File: config.mk
export PLATFORM = sky130hd
export DESIGN_NAME = muldiv_sequencer
export DESIGN_NICKNAME = d
export VERILOG_FILES = /design/src/rtl/muldiv_pkg.sv /design/src/rtl/muldiv_step.sv /design/src/rtl/muldiv_sequencer.sv
export SDC_FILE = /design/constraint.sdc
export NUM_CORES = 1
export LEC_CHECK = 0
export CAP_MARGIN = 20
export CELL_PAD_IN_SITES_DETAIL_PLACEMENT = 0
export CELL_PAD_IN_SITES_GLOBAL_PLACEMENT = 2
export CORE_UTILIZATION = 39
export CTS_CLUSTER_SIZE = 16
export DETAILED_ROUTE_END_ITERATION = 7
export PLACE_DENSITY = 0.86
export SETUP_SLACK_MARGIN = 0.2
export SKIP_CTS_REPAIR_TIMING = 1
export SYNTH_ARGS = -nofsm -noshare
export SYNTH_HDL_FRONTEND = slang
export SYNTH_HIERARCHICAL = 1
export SYNTH_SLANG_ARGS = --single-unit
File: constraint.sdc
create_clock -name clk -period 14.54 [get_ports clk]
set_input_delay 1.454 -clock clk [delete_from_list [all_inputs] [get_ports clk]]
set_output_delay 1.454 -clock clk [all_outputs]
set_load 0.01 [all_outputs]
File: src/rtl/muldiv_pkg.sv
// Shared encodings for the iterative multiply/divide unit.
package muldiv_pkg;

  localparam int WIDTH_DEF = 32;

  typedef enum logic [1:0] {
    OP_MULTU = 2'b00,
    OP_MULT  = 2'b01,
    OP_DIVU  = 2'b10,
    OP_DIV   = 2'b11
  } op_t;

  typedef enum logic [2:0] {
    S_IDLE = 3'd0,
    S_PREP = 3'd1,
    S_CALC = 3'd2,
    S_FIX  = 3'd3,
    S_DONE = 3'd4
  } state_t;

endpackage

File: src/rtl/muldiv_step.sv
// One radix-2 iteration: shift-add for multiply, restoring shift-subtract for divide.
// work layout (2*WIDTH+1 bits):
//   multiply: {partial product upper (WIDTH+1), multiplier being shifted out (WIDTH)}
//   divide:   {remainder (WIDTH+1), dividend shifting in / quotient shifting out (WIDTH)}
module muldiv_step #(
  parameter int WIDTH = 32
) (
  input  logic               div,
  input  logic [2*WIDTH:0]   work_in,
  input  logic [WIDTH-1:0]   operand,
  output logic [2*WIDTH:0]   work_out,
  output logic               qbit
);

  logic [WIDTH:0] sum;
  logic [WIDTH:0] sh_rem;
  logic [WIDTH:0] diff;
  logic           ge;

  // Quotient bit slot (work_out[0]) is left clear for divide; caller ORs in qbit.
  always_comb begin
    sum    = work_in[2*WIDTH:WIDTH] + (work_in[0] ? {1'b0, operand} : '0);
    sh_rem = {work_in[2*WIDTH-1:WIDTH], work_in[WIDTH-1]};
    diff   = sh_rem - {1'b0, operand};
    ge     = (sh_rem >= {1'b0, operand});
    qbit   = div & ge;
    if (div)
      work_out = {(ge ? diff : sh_rem), work_in[WIDTH-2:0], 1'b0};
    else
      work_out = {1'b0, sum, work_in[WIDTH-1:1]};
  end

endmodule

File: src/rtl/muldiv_sequencer.sv
// MULT/MULTU/DIV/DIVU sequencer owning HI/LO; one iteration per cycle.
module muldiv_sequencer
  import muldiv_pkg::*;
#(
  parameter int WIDTH = WIDTH_DEF,
  parameter int CW    = 6
) (
  input  logic             clk,
  input  logic             rst,
  input  logic             start,
  input  logic [1:0]       op,
  input  logic [WIDTH-1:0] a,
  input  logic [WIDTH-1:0] b,
  input  logic             hi_we,
  input  logic             lo_we,
  input  logic [WIDTH-1:0] wdata,
  output logic             busy,
  output logic             done,
  output logic             div_zero,
  output logic [WIDTH-1:0] hi,
  output logic [WIDTH-1:0] lo
);

  state_t             state, state_nx;
  op_t                op_q;
  logic [WIDTH-1:0]   a_q, b_q, opd;
  logic [2*WIDTH:0]   work, step_work;
  logic [CW-1:0]      cnt;
  logic               sign_q, sign_r, dz_q, step_q;
  logic               is_div, is_signed, b_zero;
  logic [WIDTH-1:0]   mag_a, mag_b;
  logic [2*WIDTH-1:0] prod_fix;
  logic [WIDTH-1:0]   quo_fix, rem_fix;

  assign is_div    = op_q[1];
  assign is_signed = op_q[0];
  assign b_zero    = (b_q == '0);
  // Magnitudes fit in WIDTH bits unsigned, including |MIN| = 2^(WIDTH-1).
  assign mag_a     = (is_signed && a_q[WIDTH-1]) ? -a_q : a_q;
  assign mag_b     = (is_signed && b_q[WIDTH-1]) ? -b_q : b_q;

  // Sign correction of the final magnitudes; negation wraps, so MIN/-1 gives MIN.
  always_comb begin
    prod_fix = sign_q ? -work[2*WIDTH-1:0] : work[2*WIDTH-1:0];
    quo_fix  = sign_q ? -work[WIDTH-1:0] : work[WIDTH-1:0];
    rem_fix  = sign_r ? -work[2*WIDTH-1:WIDTH] : work[2*WIDTH-1:WIDTH];
  end

  muldiv_step #(.WIDTH(WIDTH)) u_step (
    .div      (is_div),
    .work_in  (work),
    .operand  (opd),
    .work_out (step_work),
    .qbit     (step_q)
  );

  assign busy     = (state == S_PREP) || (state == S_CALC) || (state == S_FIX);
  assign done     = (state == S_DONE);
  assign div_zero = done & dz_q;

  // State register.
  always_ff @(posedge clk or posedge rst) begin
    if (rst) state <= S_IDLE;
    else     state <= state_nx;
  end

  // Next-state logic.
  always_comb begin
    state_nx = state;
    case (state)
      S_IDLE: if (start) state_nx = S_PREP;
      S_PREP: state_nx = (is_div && b_zero) ? S_DONE : S_CALC;
      S_CALC: if (cnt == CW'(WIDTH - 1)) state_nx = S_FIX;
      S_FIX:  state_nx = S_DONE;
      S_DONE: state_nx = start ? S_PREP : S_IDLE;
      default: state_nx = S_IDLE;
    endcase
  end

  // Datapath and HI/LO; MTHI/MTLO only when idle, results land on entry to DONE.
  always_ff @(posedge clk or posedge rst) begin
    if (rst) begin
      op_q   <= OP_MULTU;
      a_q    <= '0;
      b_q    <= '0;
      opd    <= '0;
      work   <= '0;
      cnt    <= '0;
      sign_q <= 1'b0;
      sign_r <= 1'b0;
      dz_q   <= 1'b0;
      hi     <= '0;
      lo     <= '0;
    end else begin
      case (state)
        S_IDLE, S_DONE: begin
          if (start) begin
            op_q <= op_t'(op);
            a_q  <= a;
            b_q  <= b;
          end
          if (hi_we) hi <= wdata;
          if (lo_we) lo <= wdata;
        end
        S_PREP: begin
          sign_q <= is_signed & (a_q[WIDTH-1] ^ b_q[WIDTH-1]);
          sign_r <= is_signed & a_q[WIDTH-1];
          cnt    <= '0;
          work   <= {{(WIDTH+1){1'b0}}, (is_div ? mag_a : mag_b)};
          opd    <= is_div ? mag_b : mag_a;
          dz_q   <= is_div & b_zero;
          if (is_div && b_zero) begin
            lo <= '1;
            hi <= a_q;
          end
        end
        S_CALC: begin
          work <= step_work | {{(2*WIDTH){1'b0}}, step_q};
          cnt  <= cnt + 1'b1;
        end
        S_FIX: begin
          if (is_div) begin
            lo <= quo_fix;
            hi <= rem_fix;
          end else begin
            lo <= prod_fix[WIDTH-1:0];
            hi <= prod_fix[2*WIDTH-1:WIDTH];
          end
        end
        default: ;
      endcase
    end
  end

endmodule

# Yosys cells after proc, flatten, opt, wreduce, memory -nomap -nowiden
# Cells that the tools add are included.
# word_totals
regBits,239
inputBits,103
output_inout_bits,67
# classes
addsub,8
order_cmp,1
n_eq_ne,10
mux,25
bitwise_logic,7
reduce_logical,14
# op_table
op,count
$mux 32,13
$pmux 32 s3,2
$pmux 65 s2,1
$neg 32->32,4
$mux 65,1
$or 65x1->65,1
$mux 64,1
$neg 64->64,1
$add 33x33->33,1
$ge 33x32->1,1
$mux 33,1
$sub 33x32->33,1
$logic_not 32->1,1
$pmux 3 s5,1
$pmux 6 s2,1
$mux 3,3
$add 6x1->6 const B,1
$eq 3x2->1 const B,2
$eq 6x5->1 const B,1
$ne 2x2->1 const B,3
$reduce_and 3->1,2
$and 1x1->1,5
$ne 2x1->1 const B,2
$reduce_and 2->1,2
10 further kinds,13

# Logic depth before layout (Yosys ltp)
# Gate-level depths: netlist (run 1).
# depth
ltp_word,5
depth_mapped,14
ltp_nobuf,13

# Modules after synthesis
# The synthesis (run 1) kept the hierarchy.
# by_module_without_submodules
module,instances,cells_each,area_per_inst_um2
muldiv_sequencer,1,1446,13656.8
muldiv_step,1,740,4909.7

# Worst setup path before layout (run 1)
# OpenSTA, ideal clock, no wires.
# synth_path
path_type,register to register
startpoint,register work[0]
endpoint,register work[61]
setup_ns,0.066
arrival_time_ns,3.048
slack_ns,11.426
stages_incl_launch_ff,14
period_less_slack_ns,3.114
cell_sequence,dfrtp_1 -> clkbuf_1 -> and2_1 -> ha_1 -> clkbuf_1 -> nand2_1 -> nor3_1 -> nand4_1 -> a31oi_1 -> a21oi_1 -> o221ai_1 -> mux2_2 -> a311oi_1 -> a22o_1
# synth_via
elab_chain_cells,5
# synth_lines
item,line,rtl
start: declaration,muldiv_sequencer.sv:27,"logic [2*WIDTH:0] work, step_work;"
start signal: assignment,muldiv_sequencer.sv:109,"work <= {{(WIDTH+1){1'b0}}, (is_div ? mag_a : mag_b)};"
start signal: assignment,muldiv_sequencer.sv:118,"work <= step_work | {{(2*WIDTH){1'b0}}, step_q};"
$mux 32,muldiv_step.sv:22,"sum = work_in[2*WIDTH:WIDTH] + (work_in[0] ? {1'b0, operand} : '0);"
$add 33x33->33,muldiv_step.sv:22,
$mux 65,muldiv_step.sv:27,if (div)
via step_work[61],muldiv_sequencer.sv:27,
$or 65x1->65,muldiv_sequencer.sv:118,
$pmux 65 s2,muldiv_sequencer.sv:95,case (state)
# The timed path passes the listed nets, and every way through them passes these cells.
# A chain may end at the register's enable or synchronous reset.

# Final worst setup path (run 1)
# layout_path
startpoint,register state[1]
endpoint,output port div_zero
# layout_via
elab_chain_cells,2
# layout_lines
item,line,rtl
start: declaration,muldiv_sequencer.sv:24,"state_t state, state_nx;"
start signal: assignment,muldiv_sequencer.sv:64,else state <= state_nx;
$eq 3x3->1,muldiv_sequencer.sv:58,assign done = (state == S_DONE);
$and 1x1->1,muldiv_sequencer.sv:59,assign div_zero = done & dz_q;
end: declaration,muldiv_sequencer.sv:19,"output logic div_zero,"
# Every way passes these cells.

==> results.md, run 1 <==
* Routed wirelength normalized by instance count at 25.9 um
* Insertion delay of the later-clocked pin in the worst-skew pair at 0.59 ns
* Floorplan die width at around 220 um
* Share of synthesized registers carrying an async set or reset at 1.00
* Static Leakage at between 0.008 and 0.009 uW
* VDD IR-drop max at 0.000140 V
* Worst clock skew at 0.0161 ns
* Slew of the pin with the lowest slew margin at 1.07 ns
* Critical Path End Type: primary output
* Final Routed Wirelength at approximately 75,000 um
* Area share of the largest cell type after synthesis at 0.322
* Half-perimeter wire length of the detailed placement result at 57,000 um
* Summed area of non-filler cells in the final layout at around 22,000 sq um
* Hold crit path type: register to register
* Clk sink count at between 200 and 250
* Initial antenna violation count at 1
* Global-route wire length before repair at approximately 110,000 um
* Power density normalized to cell area at roughly 280 nW/um^2
* Family with the most delay on the worst path: simple AND/OR/NAND/NOR gates
* Critical R2R Capture: work[59]$_DFFE_PP0P_
* Net count of the finished layout at around 2,400
* Unique masters post-synth at just under 90
* Failing checks: design-rule violations
* Root Buffer Master: sky130_fd_sc_hd__clkbuf_16
* Largest stage delay, worst path at between 0.7 and 0.8 ns
* Sequential element share of the synthesized area at 0.322
* Final Total Pwr at a little over 6000 uW
* Reported max-cap violation count at 0
* Origin of the critical flop-to-flop path: work[0]$_DFFE_PP0P_
* Psw at about 3100 uW
* Clk pin slew, worst setup/hold paths at around 0.060 ns
* Port-buffer cells at ~170
* Std cell rows at roughly 80
* Bufs and invs on worst path at 1
* Critical Path RT at between 10 and 15 ns
* Part of the power in registers at 0.260
* Cell types with the largest area share after synthesis: sky130_fd_sc_hd__dfrtp_1 32%, sky130_fd_sc_hd__mux2_2 5.8%, sky130_fd_sc_hd__ha_1 4.6%, sky130_fd_sc_hd__xnor2_1 4.5%, sky130_fd_sc_hd__nand2_1 4.3%
* Primary FF master, synth: sky130_fd_sc_hd__dfrtp_1
* Register-to-register setup slack at 10.38 ns
* Top-Level Pins at 170
* TritonCTS clock tree: yes
* F_max at 0.228 GHz
* Mean cell area of the mapped netlist at ~8.5 sq um
* Run status: complete, but fails checks
* Max-slew violation count at 0
* Iteration-0 DRC count of the detailed router at between 1,500 and 2,000
* Standard cell area after detailed placement at slightly above 20,000 sq um
* TritonCTS buffer count at 29
* Post-synthesis instance area at 18,600 sq um
* Area grow syn2layout at 17.2%
* Final total negative setup slack at 0 ns
* Number of flip-flops and latches in the synthesized netlist at between 200 and 250
* Critical path depth in cells at 3
* Count of endpoints failing setup in the final report at 0
* EDFF count, synth at 0
* Post-Synthesis Cells at around 2,200
* Yosys warns at 6
* ANT nets after route at 0
* Portion of total power attributed to combinational logic at 0.608
* Layout cell share with drive strength beyond 1 at 0.100
* Setup repair after global routing missed its margin: no
* Number of failing hold endpoints at the final stage at 0
* Starting Density at 0.397
* DRC violations left at 2
* Post-Syn Nets at roughly 2,400
* Crit path from: state[1]$_DFFE_PP0P_
* Worst path arrival time at about 2.9 ns
* Number of filler instances in the final layout at about 4,500
* Vias at ~18,000
* Part of the total power dissipated in the clock network at 0.132
* Classification of the worst setup path: register to primary output
* Largest net degree at the start of global routing at between 100 and 150
* Worst-case reg-to-reg path depth at 13
* Cell taking the most area after synthesis: sky130_fd_sc_hd__dfrtp_1
* Tmin final at around 4.4 ns
* Vias in the first global route at ~17,000
* Critical path cell sequence: nor2_1 -> and3_1 -> clkdlybuf4s50_1
* Routability congestion estimate at ~0.94
* Total internal power at between 2000 and 3000 uW
* Crit path max fanout at 19
* Area of the core at about 47,000 sq um
* Average vias per placed instance at between 6 and 7
* Buffer depth of the longest clock path at 3
* Tightest slew margin relative to the limit at 0.282
* Floorplan die area at about 48,000 sq um
* Overall track demand over capacity in global routing at 0.305
* First-pass DRT Iterations at 7
* Height of the die at 220 um
* Net switching fraction of the power at 0.518
* Slowest cell on crit path: sky130_fd_sc_hd__nor2_1
* H-tree depth at 1
* Destination of the critical timing path: div_zero
* Total congestion overflow after global routing at 0
* Setup crit start kind: register
* Tcrit/Tclk final at 0.301
[sequential cells by signal (all words and copies together), names as in the netlist]
signal,cells
cnt,6
sign_q,1
op_q,2
work,65
opd,32
state,3
a_q,32
lo,32
hi,32
sign_r,1
b_q,32
dz_q,1
[worst min-delay path, stage by stage, from the launching register on]
cell and delay [ns]:
sky130_fd_sc_hd__dfrtp_1 0.34, sky130_fd_sc_hd__nand2_1 0.04, sky130_fd_sc_hd__o21ai_0 0.06
[area by class of cell]
type | instances | area, sq um | share of cell area
antenna | 1 | 2.50 | 0.000115
clock buffer | 37 | 816 | 0.0375
clock inverter | 17 | 225 | 0.0104
inverter | 72 | 278 | 0.0128
multi-input combinational | 1732 | 11800 | 0.542
sequential | 239 | 5980 | 0.275
tap | 607 | 759 | 0.0349
timing repair buffer | 193 | 1900 | 0.0873
[cell usage after synthesis (all sizes together) (19+ instances only)]
library cell / number
mux2i: 22
xor2: 60
dfrtp: 239
o221ai: 45
a211oi: 30
a31oi: 56
and3: 31
nand3: 39
clkbuf: 109
mux2: 98
a22oi: 26
o31ai: 26
a22o: 34
or3: 23
inv: 72
ha: 69
nor2: 166
or4: 21
nand4: 19
and2: 45
nor3: 58
nand2: 215
o21ai: 138
xnor2: 95
a21o: 34
nor4: 24
a21oi: 139
o22ai: 30
buf: 34
[kinds of logic after synthesis]
kind of cell | count (synthesis) | share of synthesized area
AOI/OAI and AO/OA | 689 | 0.253
xor gates and xnor gates | 155 | 0.0731
adders and majority gates | 71 | 0.0487
buffers and inverters | 215 | 0.0454
DFF | 239 | 0.322
muxes | 120 | 0.0715
and+or+nand+nor | 697 | 0.187
[layout by cell type (no fill, tap or decap), types with 11 or more instances in the layout]
cell / netlist / layout
sky130_fd_sc_hd__xor2_1: 60 / 60
sky130_fd_sc_hd__o31ai_1: 24 / 24
sky130_fd_sc_hd__inv_1: 72 / 71
sky130_fd_sc_hd__o41ai_1: 11 / 11
sky130_fd_sc_hd__nand2b_1: 13 / 13
sky130_fd_sc_hd__dfrtp_1: 239 / 238
sky130_fd_sc_hd__nand4_1: 19 / 19
sky130_fd_sc_hd__or4_1: 21 / 21
sky130_fd_sc_hd__and2_1: 44 / 43
sky130_fd_sc_hd__nand2_1: 215 / 214
sky130_fd_sc_hd__o21a_1: 15 / 15
sky130_fd_sc_hd__a21oi_1: 138 / 138
sky130_fd_sc_hd__nor2b_1: 15 / 14
sky130_fd_sc_hd__a22oi_1: 26 / 26
sky130_fd_sc_hd__a31oi_1: 56 / 55
sky130_fd_sc_hd__clkdlybuf4s50_1: 0 / 169
sky130_fd_sc_hd__nor3_1: 53 / 52
sky130_fd_sc_hd__a21o_1: 32 / 31
sky130_fd_sc_hd__a22o_1: 34 / 34
sky130_fd_sc_hd__o221ai_1: 45 / 45
sky130_fd_sc_hd__a211oi_1: 27 / 27
sky130_fd_sc_hd__xnor2_1: 95 / 95
sky130_fd_sc_hd__and3_1: 31 / 31
sky130_fd_sc_hd__nor4_1: 18 / 18
sky130_fd_sc_hd__o21bai_1: 11 / 11
sky130_fd_sc_hd__nand3_1: 39 / 39
sky130_fd_sc_hd__a41oi_1: 13 / 13
sky130_fd_sc_hd__o211ai_1: 15 / 15
sky130_fd_sc_hd__o22ai_1: 30 / 30
sky130_fd_sc_hd__or3_1: 23 / 23
sky130_fd_sc_hd__nor2_1: 166 / 163
sky130_fd_sc_hd__mux2_2: 96 / 96
sky130_fd_sc_hd__buf_4: 3 / 22
sky130_fd_sc_hd__mux2i_1: 22 / 22
sky130_fd_sc_hd__ha_1: 69 / 69
sky130_fd_sc_hd__o21ai_0: 132 / 132
sky130_fd_sc_hd__clkbuf_16: 0 / 29
[layer usage]
| layer | track usage | share of wire |
|---|---|---|
| met5 | 0 | 0 |
| met4 | 0.126 | 0.044 |
| met2 | 0.483 | 0.46 |
| met1 | 0.410 | 0.43 |
| met3 | 0.0507 | 0.067 |
[power by group through the flow]
stage / Clock [uW] / Sequential, uW / Combinational (uW)
2_1_floorplan: 0 / 1300 / 2530
3_3_place_gp: 0 / 1550 / 3600
3_5_place_dp: 0 / 1570 / 3610
4_1_cts: 814 / 1560 / 3630
5_1_grt: 836 / 1600 / 3990
6_report: 802 / 1570 / 3690
[through the flow]
stage	setup WS, ns	util	cells	hold slack, ns
after floorplan	6.53	-	2186	0.431
after global placement	10.63	0.442	2841	0.471
after detailed placement	10.53	0.442	2841	0.474
after CTS	10.17	0.464	2895	0.487
after global routing	10.02	0.465	2897	0.507
final	10.16	0.465	2898	0.480
[worst min-delay path by stage]
stage | startpoint | end | slack [ns] | cells past startpoint
floorplan | dz_q$_DFFE_PP0P_ | dz_q$_DFFE_PP0P_ | 0.43 | 2
global placement | lo[18]$_DFFE_PP0P_ | lo[18]$_DFFE_PP0P_ | 0.47 | 2
detailed placement | lo[30]$_DFFE_PP0P_ | lo[30]$_DFFE_PP0P_ | 0.47 | 2
CTS | lo[30]$_DFFE_PP0P_ | lo[30]$_DFFE_PP0P_ | 0.49 | 2
global route | hi[14]$_DFFE_PP0P_ | hi[14]$_DFFE_PP0P_ | 0.51 | 2
finish | lo[2]$_DFFE_PP0P_ | lo[2]$_DFFE_PP0P_ | 0.48 | 2
No activity file was read; power rests on OpenSTA's default activity.
==> run 2: changes to the inputs <==
CORE_UTILIZATION = 36   (was 39)
PLACE_DENSITY = 0.8   (was 0.86)
clock period = 4.53 ns   (was 14.54 ns; I/O delays follow)
==> results.md, run 2 (synthesis gave the netlist of run 1 again) <==
* Run status: complete, no violations (was complete, but fails checks)
* Global-route wire length before repair at 116,000 um (was 110,000 um)
* Classification of the worst setup path: register to register (was register to primary output)
* N_diodes at 0 (was 1)
* Met2 Use GR at 0.482 (was 0.483)
* Part of the power in registers at 0.250 (was 0.260)
* Starting Density at 0.368 (was 0.397)
* Tightest slew margin relative to the limit at 0.267 (was 0.282)
* Largest register FFs at 65 (unchanged)
* Number of failing hold endpoints at the final stage at 0 (unchanged)
* Portion of total power attributed to combinational logic at 0.621 (was 0.608)
* Routed wirelength normalized by instance count at 26.3 um (was 25.9 um)
* H-tree depth at 1 (unchanged)
* VDD IR-drop max at 0.000429 V (was 0.000140 V)
* Critical Path RT at 5.00 ns (was 13.09 ns)
* Setup repair after global routing missed its margin: no (unchanged)
* Largest net degree at the start of global routing at 98 (was 109)
* Tmin final at approximately 3.8 ns
* Area of the core at 50,500 sq um (was 46,800 sq um)
* Worst path arrival time at 4.29 ns (was 2.93 ns)
* Most used routing layer: met2 (unchanged)
* TritonCTS clock tree: yes (unchanged)
* Worst-case reg-to-reg path depth at 11 (was 13)
* Vias in the first global route at 17,569 (was 17,218)
* Layout cell share with drive strength beyond 1 at 0.106 (was 0.100)
* Std cell rows at 82 (was 79)
* Half-perimeter wire length of the detailed placement result at 60,800 um (was 57,000 um)
* Static Leakage at 0.00900 uW (was 0.00888 uW)
* Insertion delay of the later-clocked pin in the worst-skew pair at 0.62 ns (was 0.59 ns)
* Crit path max fanout at 33 (was 19)
* Net count of the finished layout at 2,461 (was 2,441)
* Part of the total power dissipated in the clock network at 0.130 (was 0.132)
* Largest stage delay, worst path at 0.55 ns (was 0.75 ns)
* Family with the most delay on the worst path: compound AO/OA/AOI/OAI gates (was simple AND/OR/NAND/NOR gates)
* Power density normalized to cell area at 900 nW/um^2 (was 279 nW/um^2)
* Met1 usage in global routing at 0.400 (was 0.410)
* Hold crit path type: primary input to asynchronous set/reset pin (was register to register)
* ANT nets after route at 0 (unchanged)
* F_max at ~0.26 GHz
* Vias at 18,157 (was 18,146)
* Critical path cell sequence: ha_1 -> and4_1 -> nand3_1 -> a211oi_2 -> nor3_1 -> o31ai_2 -> a21o_1 -> buf_12 -> o21ai_0 -> o21a_1 -> a22o_1 (was nor2_1 -> and3_1 -> clkdlybuf4s50_1)
* Clk pin slew, worst setup/hold paths at 0.06 ns (about the same)
* Tcrit/Tclk final at 0.843
* Buffer depth of the longest clock path at 3 (unchanged)
* DRC violations left at 0 (was 2)
* Final total negative setup slack at 0 ns (unchanged)
* Psw at 10,300 uW (was 3140 uW)
* Critical Path End Type: register (was primary output)
* Summed area of non-filler cells in the final layout at 22,000 sq um (was 21,800 sq um)
* Register-to-register setup slack at 0.71 ns (was 10.38 ns)
* Slew of the pin with the lowest slew margin at 1.10 ns (was 1.07 ns)
* First-pass DRT Iterations at 7 (unchanged)
* Area grow syn2layout at 18.6% (was 17.2%)
* Slowest cell on crit path: sky130_fd_sc_hd__dfrtp_1 (was sky130_fd_sc_hd__nor2_1)
* Routability congestion estimate at 0.924 (was 0.944)
* Worst clock skew at 0.0362 ns (was 0.0161 ns)
* Max-slew violation count at 0 (unchanged)
* Port-buffer cells at 169 (unchanged)
* Clk sink count at 239 (unchanged)
* Floorplan die width at 229 um (was 220 um)
* TritonCTS buffer count at 30 (was 29)
* Total internal power at 9520 uW (was 2920 uW)
* GR met3 Demand/Resource at 0.0300 (was 0.0507)
* Final Routed Wirelength at 78,400 um (was 75,100 um)
* Critical R2R Capture: work[62]$_DFFE_PP0P_ (was work[59]$_DFFE_PP0P_)
* Setup crit start kind: register (unchanged)
* Origin of the critical flop-to-flop path: work[46]$_DFFE_PP0P_ (was work[0]$_DFFE_PP0P_)
* Bufs and invs on worst path at 1 (unchanged)
* Reported max-cap violation count at 0 (unchanged)
* Top-Level Pins at 170 (unchanged)
* Height of the die at 229 um (was 220 um)
* Root Buffer Master: sky130_fd_sc_hd__clkbuf_16 (unchanged)
* Standard cell area after detailed placement at 21,000 sq um (was 20,700 sq um)
* Count of endpoints failing setup in the final report at 0 (unchanged)
* Net switching fraction of the power at 0.519 (was 0.518)
* Overall track demand over capacity in global routing at 0.293 (was 0.305)
* Commonest cells after routing, fill and taps aside: 238 x sky130_fd_sc_hd__dfrtp_1, 214 x sky130_fd_sc_hd__nand2_1, 169 x sky130_fd_sc_hd__clkdlybuf4s50_1 (unchanged)
* Top register by number of flip-flops: work (unchanged)
* Initial antenna violation count at 1 (unchanged)
* Commonest non-fill, non-tap cell in the layout: sky130_fd_sc_hd__dfrtp_1 (unchanged)
* Tightest hold margin at 0.282 ns (was 0.480 ns)
* Iteration-0 DRC count of the detailed router at 1,794 (was 1,696)
* Total congestion overflow after global routing at 0 (unchanged)
* Floorplan die area at 52,500 sq um (was 48,500 sq um)
* Average vias per placed instance at 6.09 (was 6.26)
==> run 2: cell types whose count changed in the layout (fill, tap and decap cells not counted), sizes merged <==
cell	change
clkbuf	-1
buf	+19
inv	-3
clkinvlp	-2
bufinv	+1
clkinv	+6
diode	-1
==> run 2: worst max path at each step <==
stage                    startpoint                    to  slack, ns  depth (start not counted)
2_1_floorplan                   rst    a_q[0]$_DFFE_PP0P_       0.94                          1
3_3_place_gp   work[44]$_DFFE_PP0P_  work[62]$_DFFE_PP0P_       0.73                         11
3_5_place_dp   work[45]$_DFFE_PP0P_  work[62]$_DFFE_PP0P_       0.78                         11
4_1_cts        work[45]$_DFFE_PP0P_  work[62]$_DFFE_PP0P_       0.74                         11
5_1_grt         work[0]$_DFFE_PP0P_  work[61]$_DFFE_PP0P_       0.31                         12
6_report       work[46]$_DFFE_PP0P_  work[62]$_DFFE_PP0P_       0.71                         11
==> run 2: layout make-up <==
type,instances,area (sq um)
fillers,5141,28500
multi-input cells,1732,11800
flip-flops and latches,239,5980
repair buffers,212,2100
well taps,672,841
clock buffers,36,783
inverters,72,274
clock inverters,19,255
==> run 2: through the flow <==
stage / cells / total power, uW / util / setup WS (ns)
3_3_place_gp: 2926 / 17000 / 0.415 / 0.731
5_1_grt: 2982 / 21000 / 0.436 / 0.309
2_1_floorplan: 2186 / 12300 / - / 0.943
6_report: 2982 / 19800 / 0.436 / 0.712
3_5_place_dp: 2926 / 17000 / 0.415 / 0.778
4_1_cts: 2981 / 19700 / 0.436 / 0.745
==> run 2: routing by layer <==
| metal | wire length [um] | share of wire | vias to the layer above |
|---|---|---|---|
| li1 | - | - | 8322 |
| met1 | 34500 | 0.44 | 9058 |
| met2 | 36800 | 0.47 | 658 |
| met3 | 4310 | 0.055 | 119 |
| met4 | 2770 | 0.035 | 0 |
| met5 | 0 | 0 | - |
==> run 2: power groups by stage <==
stage / clock network, uW / logic (uW) / registers [uW]
after global routing: 2690 / 13200 / 5050
after floorplan: 0 / 8130 / 4190
final: 2570 / 12300 / 4950
after CTS: 2610 / 12200 / 4910
after detailed placement: 0 / 12100 / 4940
after global placement: 0 / 12100 / 4900
==> run 2: worst register-to-register path: stages, from the launching register on <==
cell and delay, ns:
sky130_fd_sc_hd__dfrtp_1 0.55, sky130_fd_sc_hd__ha_1 0.54, sky130_fd_sc_hd__and4_1 0.26, sky130_fd_sc_hd__nand3_1 0.12, sky130_fd_sc_hd__a211oi_2 0.29, sky130_fd_sc_hd__nor3_1 0.12
sky130_fd_sc_hd__o31ai_2 0.40, sky130_fd_sc_hd__a21o_1 0.41, sky130_fd_sc_hd__buf_12 0.26, sky130_fd_sc_hd__o21ai_0 0.28, sky130_fd_sc_hd__o21a_1 0.27, sky130_fd_sc_hd__a22o_1 0.20
==> run 3: changes to the inputs <==
CORE_UTILIZATION = 33   (was 36)
PLACE_DENSITY = 0.78   (was 0.8)
clock period = 3.5 ns   (was 4.53 ns; I/O delays follow)
==> results.md, run 3 (synthesis gave the netlist of run 1 again) <==
* Setup repair after global routing missed its margin: yes (was no)
* Worst path arrival time at 3.69 ns (was 4.29 ns)
* Tcrit/Tclk final at 0.923 (was 0.843)
* Layout cell share with drive strength beyond 1 at 0.169 (was 0.106)
* Iteration-0 DRC count of the detailed router at 1,573 (was 1,794)
* Routability congestion estimate at 0.954 (was 0.924)
* Family with the most delay on the worst path: compound AO/OA/AOI/OAI gates (unchanged)
* Critical path cell sequence: inv_2 -> ha_2 -> inv_1 -> fa_2 -> a211oi_4 -> o21ai_2 -> o211a_1 -> o2111ai_2 -> buf_6 -> a211oi_1 -> or3_1 -> a31oi_2 -> mux2i_1 -> a22o_1 (was ha_1 -> and4_1 -> nand3_1 -> a211oi_2 -> nor3_1 -> o31ai_2 -> a21o_1 -> buf_12 -> o21ai_0 -> o21a_1 -> a22o_1)
* Final total negative setup slack at 0 ns (unchanged)
* H-tree depth at 1 (unchanged)
* Overall track demand over capacity in global routing at 0.278 (was 0.293)
* Height of the die at 239 um (was 229 um)
* Floorplan die width at 239 um (was 229 um)
* Critical Path RT at 3.97 ns (was 5.00 ns)
* Tightest slew margin relative to the limit at 0.342 (was 0.267)
* Hold crit path type: primary input to asynchronous set/reset pin (unchanged)
* Crit path max fanout at 5 (was 33)
* VDD IR-drop max at 0.000539 V (was 0.000429 V)
* TritonCTS buffer count at 30 (unchanged)
* Net count of the finished layout at 2,566 (was 2,461)
* Run status: complete, no violations (unchanged)
* Commonest cells after routing, fill and taps aside: 235 x sky130_fd_sc_hd__dfrtp_1, 213 x sky130_fd_sc_hd__nand2_1, 169 x sky130_fd_sc_hd__clkdlybuf4s50_1 (was 238 x sky130_fd_sc_hd__dfrtp_1, 214 x sky130_fd_sc_hd__nand2_1, 169 x sky130_fd_sc_hd__clkdlybuf4s50_1)
* Vias in the first global route at 18,273 (was 17,569)
* Average vias per placed instance at 5.92 (was 6.09)
* Tmin final at 3.23 ns (was 3.82 ns)
* Root Buffer Master: sky130_fd_sc_hd__clkbuf_16 (unchanged)
* Critical R2R Capture: work[60]$_DFFE_PP0P_ (was work[62]$_DFFE_PP0P_)
* Global-route wire length before repair at 119,000 um (was 116,000 um)
* Port-buffer cells at 169 (unchanged)
* Largest register FFs at 65 (unchanged)
* Max-slew violation count at 0 (unchanged)
* Total congestion overflow after global routing at 0 (unchanged)
* Commonest non-fill, non-tap cell in the layout: sky130_fd_sc_hd__dfrtp_1 (unchanged)
* Largest stage delay, worst path at 0.39 ns (was 0.55 ns)
* First-pass DRT Iterations at 6 (was 7)
* Number of failing hold endpoints at the final stage at 0 (unchanged)
* Worst clock skew at 0.0519 ns (was 0.0362 ns)
* ANT nets after route at 0 (unchanged)
* Area grow syn2layout at 26.0% (was 18.6%)
* Final Total Pwr at 27,000 uW (was 19,800 uW)
* N_diodes at 0 (unchanged)
* Buffer depth of the longest clock path at 3 (unchanged)
* Register-to-register setup slack at 0.27 ns (was 0.71 ns)
* Worst-case reg-to-reg path depth at 14 (was 11)
* Setup crit start kind: register (unchanged)
* Half-perimeter wire length of the detailed placement result at 62,800 um (was 60,800 um)
* Largest net degree at the start of global routing at 158 (was 98)
* Tightest hold margin at 0.177 ns (was 0.282 ns)
* Summed area of non-filler cells in the final layout at 23,400 sq um (was 22,000 sq um)
* Number of filler instances in the final layout at 5,590 (was 5,141)
* TritonCTS clock tree: yes (unchanged)
* Routed wirelength normalized by instance count at 25.6 um (was 26.3 um)
* Count of endpoints failing setup in the final report at 0 (unchanged)
* Insertion delay of the later-clocked pin in the worst-skew pair at 0.62 ns (about the same)
* Starting Density at 0.336 (was 0.368)
* Slowest cell on crit path: sky130_fd_sc_hd__dfrtp_1 (unchanged)
* Final Routed Wirelength at 80,800 um (was 78,400 um)
* Bufs and invs on worst path at 3 (was 1)
* Area of the core at 55,300 sq um (was 50,500 sq um)
* Top-Level Pins at 170 (unchanged)
* Slew of the pin with the lowest slew margin at 0.985 ns (was 1.10 ns)
* Static Leakage at 0.00954 uW (was 0.00900 uW)
* Reported max-cap violation count at 0 (unchanged)
* Classification of the worst setup path: register to register (unchanged)
* Top register by number of flip-flops: work (unchanged)
* Floorplan die area at 57,200 sq um (was 52,500 sq um)
* Critical Path End Type: register (unchanged)
* Power density normalized to cell area at 1160 nW/um^2 (was 900 nW/um^2)
* Initial antenna violation count at 2 (was 1)
* Clk sink count at 239 (unchanged)
* F_max at 0.310 GHz (was 0.262 GHz)
* Standard cell area after detailed placement at 21,800 sq um (was 21,000 sq um)
* Origin of the critical flop-to-flop path: work[31]$_DFFE_PP0P_ (was work[46]$_DFFE_PP0P_)
* Clk pin slew, worst setup/hold paths at 0.07 ns (was 0.06 ns)
* DRC violations left at 0 (unchanged)
* Std cell rows at 86 (was 82)
* Vias at 18,718 (was 18,157)
-- run 3: changes by cell type in the layout (fill, tap and decap cells not counted), sizes merged --
cell      before  now
inv           72   73
clkinvlp       2    5
clkbuf        36   38
bufinv         5    4
buf           43  148
clkinv        12    6
-- run 3: worst register-to-register path: stages (launching register included) --
cell and delay (ns):
sky130_fd_sc_hd__dfrtp_1 0.39, sky130_fd_sc_hd__inv_2 0.09, sky130_fd_sc_hd__ha_2 0.20, sky130_fd_sc_hd__inv_1 0.06, sky130_fd_sc_hd__fa_2 0.39, sky130_fd_sc_hd__a211oi_4 0.29
sky130_fd_sc_hd__o21ai_2 0.11, sky130_fd_sc_hd__o211a_1 0.18, sky130_fd_sc_hd__o2111ai_2 0.23, sky130_fd_sc_hd__buf_6 0.17, sky130_fd_sc_hd__a211oi_1 0.09, sky130_fd_sc_hd__or3_1 0.33
sky130_fd_sc_hd__a31oi_2 0.22, sky130_fd_sc_hd__mux2i_1 0.10, sky130_fd_sc_hd__a22o_1 0.24
-- run 3: area by class of cell --
type	instances	area, sq um	area share
multi-input combinational	1732	12200	0.523
sequential	239	5990	0.256
timing repair buffer	317	2930	0.125
tap	748	936	0.0400
clock buffer	38	811	0.0347
inverter	72	274	0.0117
clock inverter	16	223	0.00952
-- run 3: how the worst max path moves through the flow --
stage,from,to,slack (ns),cells past startpoint
after floorplan,rst,a_q[0]$_DFFE_PP0P_,0.02,1
after global placement,work[31]$_DFFE_PP0P_,work[60]$_DFFE_PP0P_,-0.05,14
after detailed placement,work[31]$_DFFE_PP0P_,work[60]$_DFFE_PP0P_,-0.06,14
after CTS,work[31]$_DFFE_PP0P_,work[60]$_DFFE_PP0P_,-0.16,14
after global routing,work[0]$_DFFE_PP0P_,work[56]$_DFFE_PP0P_,0.11,13
final,work[31]$_DFFE_PP0P_,work[60]$_DFFE_PP0P_,0.27,14
-- run 3: layer usage --
metal	GRT usage	vias up	wire length, um
met5	0	-	0
met4	0.0843	0	2650
met3	0.0323	137	4510
met2	0.457	698	37800
met1	0.382	9352	35800
li1	-	8531	-
-- run 3: through the flow --
stage	cells	util	setup WS, ns
final	3162	0.423	0.271
after global routing	3162	0.423	0.113
after CTS	3152	0.413	-0.156
after detailed placement	3098	0.394	-0.0583
after global placement	3098	0.394	-0.0492
after floorplan	2186	-	0.0162
-- run 3: power by group --
group          switching (uW)  internal (uW)
Clock                    1370           1940
Combinational           10600           7200
Sequential               1880           4080
